**config.mk**
```make
export PLATFORM = sky130hd
export DESIGN_NAME = agent_bus_arbiter
export DESIGN_NICKNAME = d
export VERILOG_FILES = /design/src/rtl/agent_bus_arbiter.sv
export SDC_FILE = /design/constraint.sdc
export NUM_CORES = 1
export LEC_CHECK = 0
export ABC_AREA = 0
export BUFFER_PORTS_ARGS = -buffer_cell sky130_fd_sc_hd__buf_2
export CELL_PAD_IN_SITES_DETAIL_PLACEMENT = 0
export CELL_PAD_IN_SITES_GLOBAL_PLACEMENT = 1
export CORE_MARGIN = 4
export CORE_UTILIZATION = 33
export CTS_CLUSTER_DIAMETER = 100
export CTS_CLUSTER_SIZE = 24
export DETAILED_ROUTE_END_ITERATION = 10
export PLACE_DENSITY = 0.8
export SLEW_MARGIN = 10
export SYNTH_ARGS = -nofsm -noshare
export SYNTH_HDL_FRONTEND = slang
export SYNTH_SLANG_ARGS = --single-unit
```
**constraint.sdc**
```tcl
create_clock -name clk -period 3.5 [get_ports clk]
set_input_delay 0.525 -clock clk [delete_from_list [all_inputs] [get_ports clk]]
set_output_delay 0.525 -clock clk [all_outputs]
set_load 0.03 [all_outputs]
```
**src/rtl/agent_bus_arbiter.sv**
```systemverilog
// Round-robin arbiter that hands the shared environment/pheromone bus to one ant agent at a time.
// It scans every request in one cycle and holds each grant for a length that depends on the agent's solved flag.
module agent_bus_arbiter #(
   parameter int NUM_AGENTS = 8,
   parameter int POS_ADDR   = 4,
   parameter int STEP_W     = 2,
   parameter int LEN_SEARCH = 3,
   parameter int LEN_SOLVED = 2,
   localparam int CNT_W     = $clog2((LEN_SEARCH > LEN_SOLVED) ? LEN_SEARCH : LEN_SOLVED),
   localparam int ID_W      = $clog2(NUM_AGENTS)
) (
   input  logic                             clk,
   input  logic                             rst,
   input  logic                             stall,
   input  logic [NUM_AGENTS-1:0]            bus_request,
   input  logic [NUM_AGENTS-1:0]            solved,
   input  logic [NUM_AGENTS*2*POS_ADDR-1:0] poses_now,
   input  logic [NUM_AGENTS*STEP_W-1:0]     steps,
   output logic [NUM_AGENTS-1:0]            bus_av,
   output logic [ID_W-1:0]                  grant_id,
   output logic [2*POS_ADDR-1:0]            pos_active,
   output logic [STEP_W-1:0]                step_active,
   output logic                             solved_out,
   output logic [CNT_W-1:0]                 grant_count,
   output logic                             ph_wr
);

   localparam int PW = 2 * POS_ADDR;
   localparam int SW = ID_W + 1;

   localparam logic ST_IDLE  = 1'b0;
   localparam logic ST_GRANT = 1'b1;

   localparam logic [CNT_W-1:0] CNT_SEARCH = CNT_W'(LEN_SEARCH - 1);
   localparam logic [CNT_W-1:0] CNT_SOLVED = CNT_W'(LEN_SOLVED - 1);
   localparam logic [SW-1:0]    N_SW       = SW'(NUM_AGENTS);
   localparam logic [ID_W-1:0]  LAST_ID    = ID_W'(NUM_AGENTS - 1);

   logic                  r_state;
   logic [ID_W-1:0]       r_ptr;
   logic [NUM_AGENTS-1:0] r_bus_av;
   logic [ID_W-1:0]       r_grant_id;
   logic [PW-1:0]         r_pos;
   logic [STEP_W-1:0]     r_step;
   logic                  r_solved;
   logic [CNT_W-1:0]      r_grant_count;

   logic                  w_found;
   logic [ID_W-1:0]       w_win;
   logic [PW-1:0]         w_pos;
   logic [STEP_W-1:0]     w_step;
   logic                  w_solv;
   logic [CNT_W-1:0]      w_len_m1;

   // Walk the requests starting at the pointer and wrapping, so the first hit is the round-robin winner.
   always_comb begin
      logic [SW-1:0] v_idx;
      v_idx   = '0;
      w_found = 1'b0;
      w_win   = '0;
      for (int i = 0; i < NUM_AGENTS; i++) begin
         v_idx = {1'b0, r_ptr} + SW'(i);
         if (v_idx >= N_SW) begin
            v_idx = v_idx - N_SW;
         end
         if (!w_found && bus_request[v_idx[ID_W-1:0]]) begin
            w_found = 1'b1;
            w_win   = v_idx[ID_W-1:0];
         end
      end
   end

   always_comb begin
      w_pos  = '0;
      w_step = '0;
      w_solv = 1'b0;
      for (int j = 0; j < NUM_AGENTS; j++) begin
         if (w_win == ID_W'(j)) begin
            w_pos  = poses_now[j*PW +: PW];
            w_step = steps[j*STEP_W +: STEP_W];
            w_solv = solved[j];
         end
      end
      w_len_m1 = w_solv ? CNT_SOLVED : CNT_SEARCH;
   end

   // Inputs are only sampled in IDLE; once granted, the agent keeps the bus for its full length.
   always_ff @(posedge clk or negedge rst) begin
      if (!rst) begin
         r_state       <= ST_IDLE;
         r_ptr         <= '0;
         r_bus_av      <= '0;
         r_grant_id    <= '0;
         r_pos         <= '0;
         r_step        <= '0;
         r_solved      <= 1'b0;
         r_grant_count <= '0;
      end else begin
         case (r_state)
            ST_IDLE: begin
               if (!stall && w_found) begin
                  r_state       <= ST_GRANT;
                  r_bus_av      <= NUM_AGENTS'(1) << w_win;
                  r_grant_id    <= w_win;
                  r_pos         <= w_pos;
                  r_step        <= w_step;
                  r_solved      <= w_solv;
                  r_grant_count <= w_len_m1;
               end
            end
            default: begin
               if (r_grant_count == '0) begin
                  r_state  <= ST_IDLE;
                  r_bus_av <= '0;
                  r_ptr    <= (r_grant_id == LAST_ID) ? '0 : r_grant_id + 1'b1;
               end else begin
                  r_grant_count <= r_grant_count - 1'b1;
               end
            end
         endcase
      end
   end

   assign bus_av      = r_bus_av;
   assign grant_id    = r_grant_id;
   assign pos_active  = r_pos;
   assign step_active = r_step;
   assign solved_out  = r_solved;
   assign grant_count = r_grant_count;
   assign ph_wr       = (r_state == ST_GRANT) && (r_grant_count == '0);

endmodule
```
==> results.toml <==
[synth]
synth_seq_cells = 28
yosysWarnings = 0
synth_ff_type = "dfrtp_1"
synth_edf_count = 0
synthArstFlopShare = 1.000
yosysSeqAreaShare = 0.2235
synth_cell_types = 66
syn_area_um2 = 3136
synth_fp_nets = 431
syn_area_per_cell_um2 = 9.589
synth_cells = 327

[route]
firstDrtPassIters = 5
drtIter0Drc = 276
vias = 3473
wl_per_cell_um = 18.68
routed_wl_um = 11390
viasPerCell = 5.693
drc = 0
ant_nets = 0

[global_route]
met1_usage = 0.2563
use_met3 = 0.02633
overflow = 0
grt_pass1_wl_um = 16970
antenna_found_initial = 0
busiest_layer = "met2"
grt_pass1_vias = 3347
grt_usage = 0.1851
grtUsageMet2 = 0.3046
grt_max_degree = 29

[clock_network]
cts_made_buffers = 3
cts_buffer_depth = 2
cts_tree = "built"
clkLatencyLatePin_ns = 0.29
clk_pin_slew_ns = 0.12
cts_root_buf = "clkbuf_8"
clock-sinks = 28
h-tree-depth = 1
hold_buffers = 0

[worst_setup_path]
end_kind = "flip-flop"
critical-path-max-stage-delay_ns = 0.50
crit_arrival_ns = 3.66
worstSetupPathType = "flip-flop to flip-flop"
crit_slowest_cell = "mux4_2"
start_kind = "flip-flop"
required_ns = 3.69
cp_max_fo = 7
worstPathCellList = "inv_6 -> ha_4 -> buf_8 -> mux2i_4 -> mux4_2 -> a32oi_4 -> nor3_4 -> a2111o_2 -> nand2_4 -> mux2_4 -> a22oi_2 -> nand4_1 -> a31o_1"

[timing]
min_period_ns = 3.463
maxSlewViolCount = 0
max_freq_ghz = 0.2888
finalHoldViolCount = 0
rsz0062_at_grt = "yes"
whs_ns = 0.2531
finClkSkew_ns = 0.01530
period_share = 0.9893
max_slew_margin = 0.5457
worst_pin_slew_ns = 0.6815
final-setup-viol-count = 0

[finish]
diodes = 0
final_nets = 586
syn_to_final_growth_pct = 45.81
stdcell_area_um2 = 4572
drive_gt1_frac = 0.5613
finalNonFillerCells = 610
final_util = 0.4948

[run_status]
status = "finished, final reports clean"

[placed_design]
hpwl_um = 8656
gp_congestion = 0.9240
place_area_um2 = 4099
io_buffers = 123
dpl.cell_count = 590

[floorplan]
fp.dieH_um = 105.5
start_util = 0.3393
ios = 124
die_x_um = 105.5
rows = 35
coreArea_um2 = 9240
dieArea_um2 = 11130

[flow_run]
drv_cap = 0

[hold_path]
hold_path_class = "primary input to asynchronous set/reset pin"
-- worst max-delay path, delay by kind of cell (launching register included) --
| family | cells | cell delay (ns) |
|---|---|---|
| flip-flops | 1 | 0.45 |
| adder cells (fa/ha/maj) | 1 | 0.23 |
| buffers and inverters | 2 | 0.21 |
| multiplexers | 3 | 1.00 |
| AO/OA/AOI/OAI | 4 | 1.13 |
| AND/OR/NAND/NOR | 3 | 0.35 |
-- state kept, by name, summed over array words and instances (netlist names) --
register,count
r_state,1
grant_id,3
step_active,2
r_ptr,3
solved_out,1
pos_active,8
grant_count,2
bus_av,8
-- synthesized netlist by cell type, types with 6 or more instances --
master    count  share of area
a21oi_1      17          0.027
a22o_1        7          0.020
a22oi_1       9          0.022
a31oi_1       6          0.012
and2_1        6          0.012
buf_2        11          0.018
dfrtp_1      28           0.22
inv_1        11          0.013
mux2_2       13          0.047
mux2i_1      16          0.051
mux4_2       17           0.12
nand2_1      16          0.019
nand2b_1      6          0.012
nand3_1       9          0.014
nor2_1       24          0.029
nor3_1        7          0.011
o21ai_0      12          0.019
o21ai_1       6         0.0096
o22ai_1       6          0.012
-- cell type report --
| cell class | count | area (um2) |
|---|---|---|
| repair buffers | 175 | 1100 |
| inverters | 12 | 52.55 |
| multi-input cells | 262 | 2485 |
| clock buffers | 3 | 41.29 |
| clock inverters | 1 | 30.03 |
| flip-flops and latches | 28 | 701.9 |
| fillers | 882 | 4668 |
| well taps | 129 | 161.4 |
-- layout by cell type (no fill, tap or decap), types with 4 or more instances in the layout --
| master | n |
|---|---|
| buf_12 | 4 |
| nand2b_1 | 6 |
| buf_4 | 42 |
| o22ai_1 | 6 |
| a22oi_1 | 8 |
| a21oi_1 | 15 |
| mux2_1 | 4 |
| mux2i_2 | 7 |
| dfrtp_1 | 27 |
| nor2b_1 | 4 |
| mux4_2 | 17 |
| a222oi_1 | 4 |
| nor2_1 | 20 |
| mux2_4 | 7 |
| mux2i_1 | 8 |
| mux2_2 | 10 |
| a211o_1 | 4 |
| a22o_1 | 7 |
| o21ai_1 | 5 |
| inv_1 | 9 |
| a31oi_1 | 6 |
| o31ai_1 | 4 |
| nand2_1 | 16 |
| buf_2 | 123 |
| o21ai_0 | 12 |
| nor3_1 | 4 |
| o41ai_1 | 4 |
| nand3_1 | 9 |
-- what timing repair did --
action                     4_1_cts  5_1_grt
buffers inserted                 1       14
cloned                           0        1
pin swaps                        1       24
setup endpoints to repair        6       13
gates resized for setup          5       53
-- logic make-up (layout without fill, tap and decap cells) --
| logic type | after synthesis | in the layout | synth area share |
|---|---|---|---|
| and+or+nand+nor | 84 | 84 | 0.1357 |
| adders and majority gates | 5 | 5 | 0.01995 |
| buffers and inverters | 37 | 191 | 0.07302 |
| DFF | 28 | 28 | 0.2235 |
| xor gates and xnor gates | 4 | 4 | 0.02195 |
| AOI/OAI and AO/OA | 114 | 114 | 0.2694 |
| muxes | 55 | 55 | 0.2566 |
-- worst paths after layout --
check                              start        endpoint  slack, ns  cells after the start
max in group asynchronous            rst        r_ptr[1]       2.75                      1
min reg2reg                    bus_av[1]       bus_av[1]       0.52                      2
max reg2reg                     r_ptr[1]  grant_count[0]       0.04                     13
min                                  rst   pos_active[2]       0.25                      1
max                             r_ptr[1]  grant_count[0]       0.04                     13
min in group clk           poses_now[59]   pos_active[3]       0.46                      3
-- stage by stage --
step | setup slack [ns] | TNS, ns
5_1_grt | -0.1167 | -0.6531
4_1_cts | -0.004652 | -0.004652
3_3_place_gp | 0.01804 | 0
2_1_floorplan | -0.1186 | -0.1395
6_report | 0.03742 | 0
3_5_place_dp | -0.04777 | -0.07319
-- layer usage --
metal  up-vias  wire (um)
li1       1602          -
met1      1711       4792
met2       136       5785
met3        24        573
met4         0        242
met5         -          0
Power is left out: the tool's default activity adds up to more than one toggle a clock period on the data nets, which glitch-free logic cannot reach.
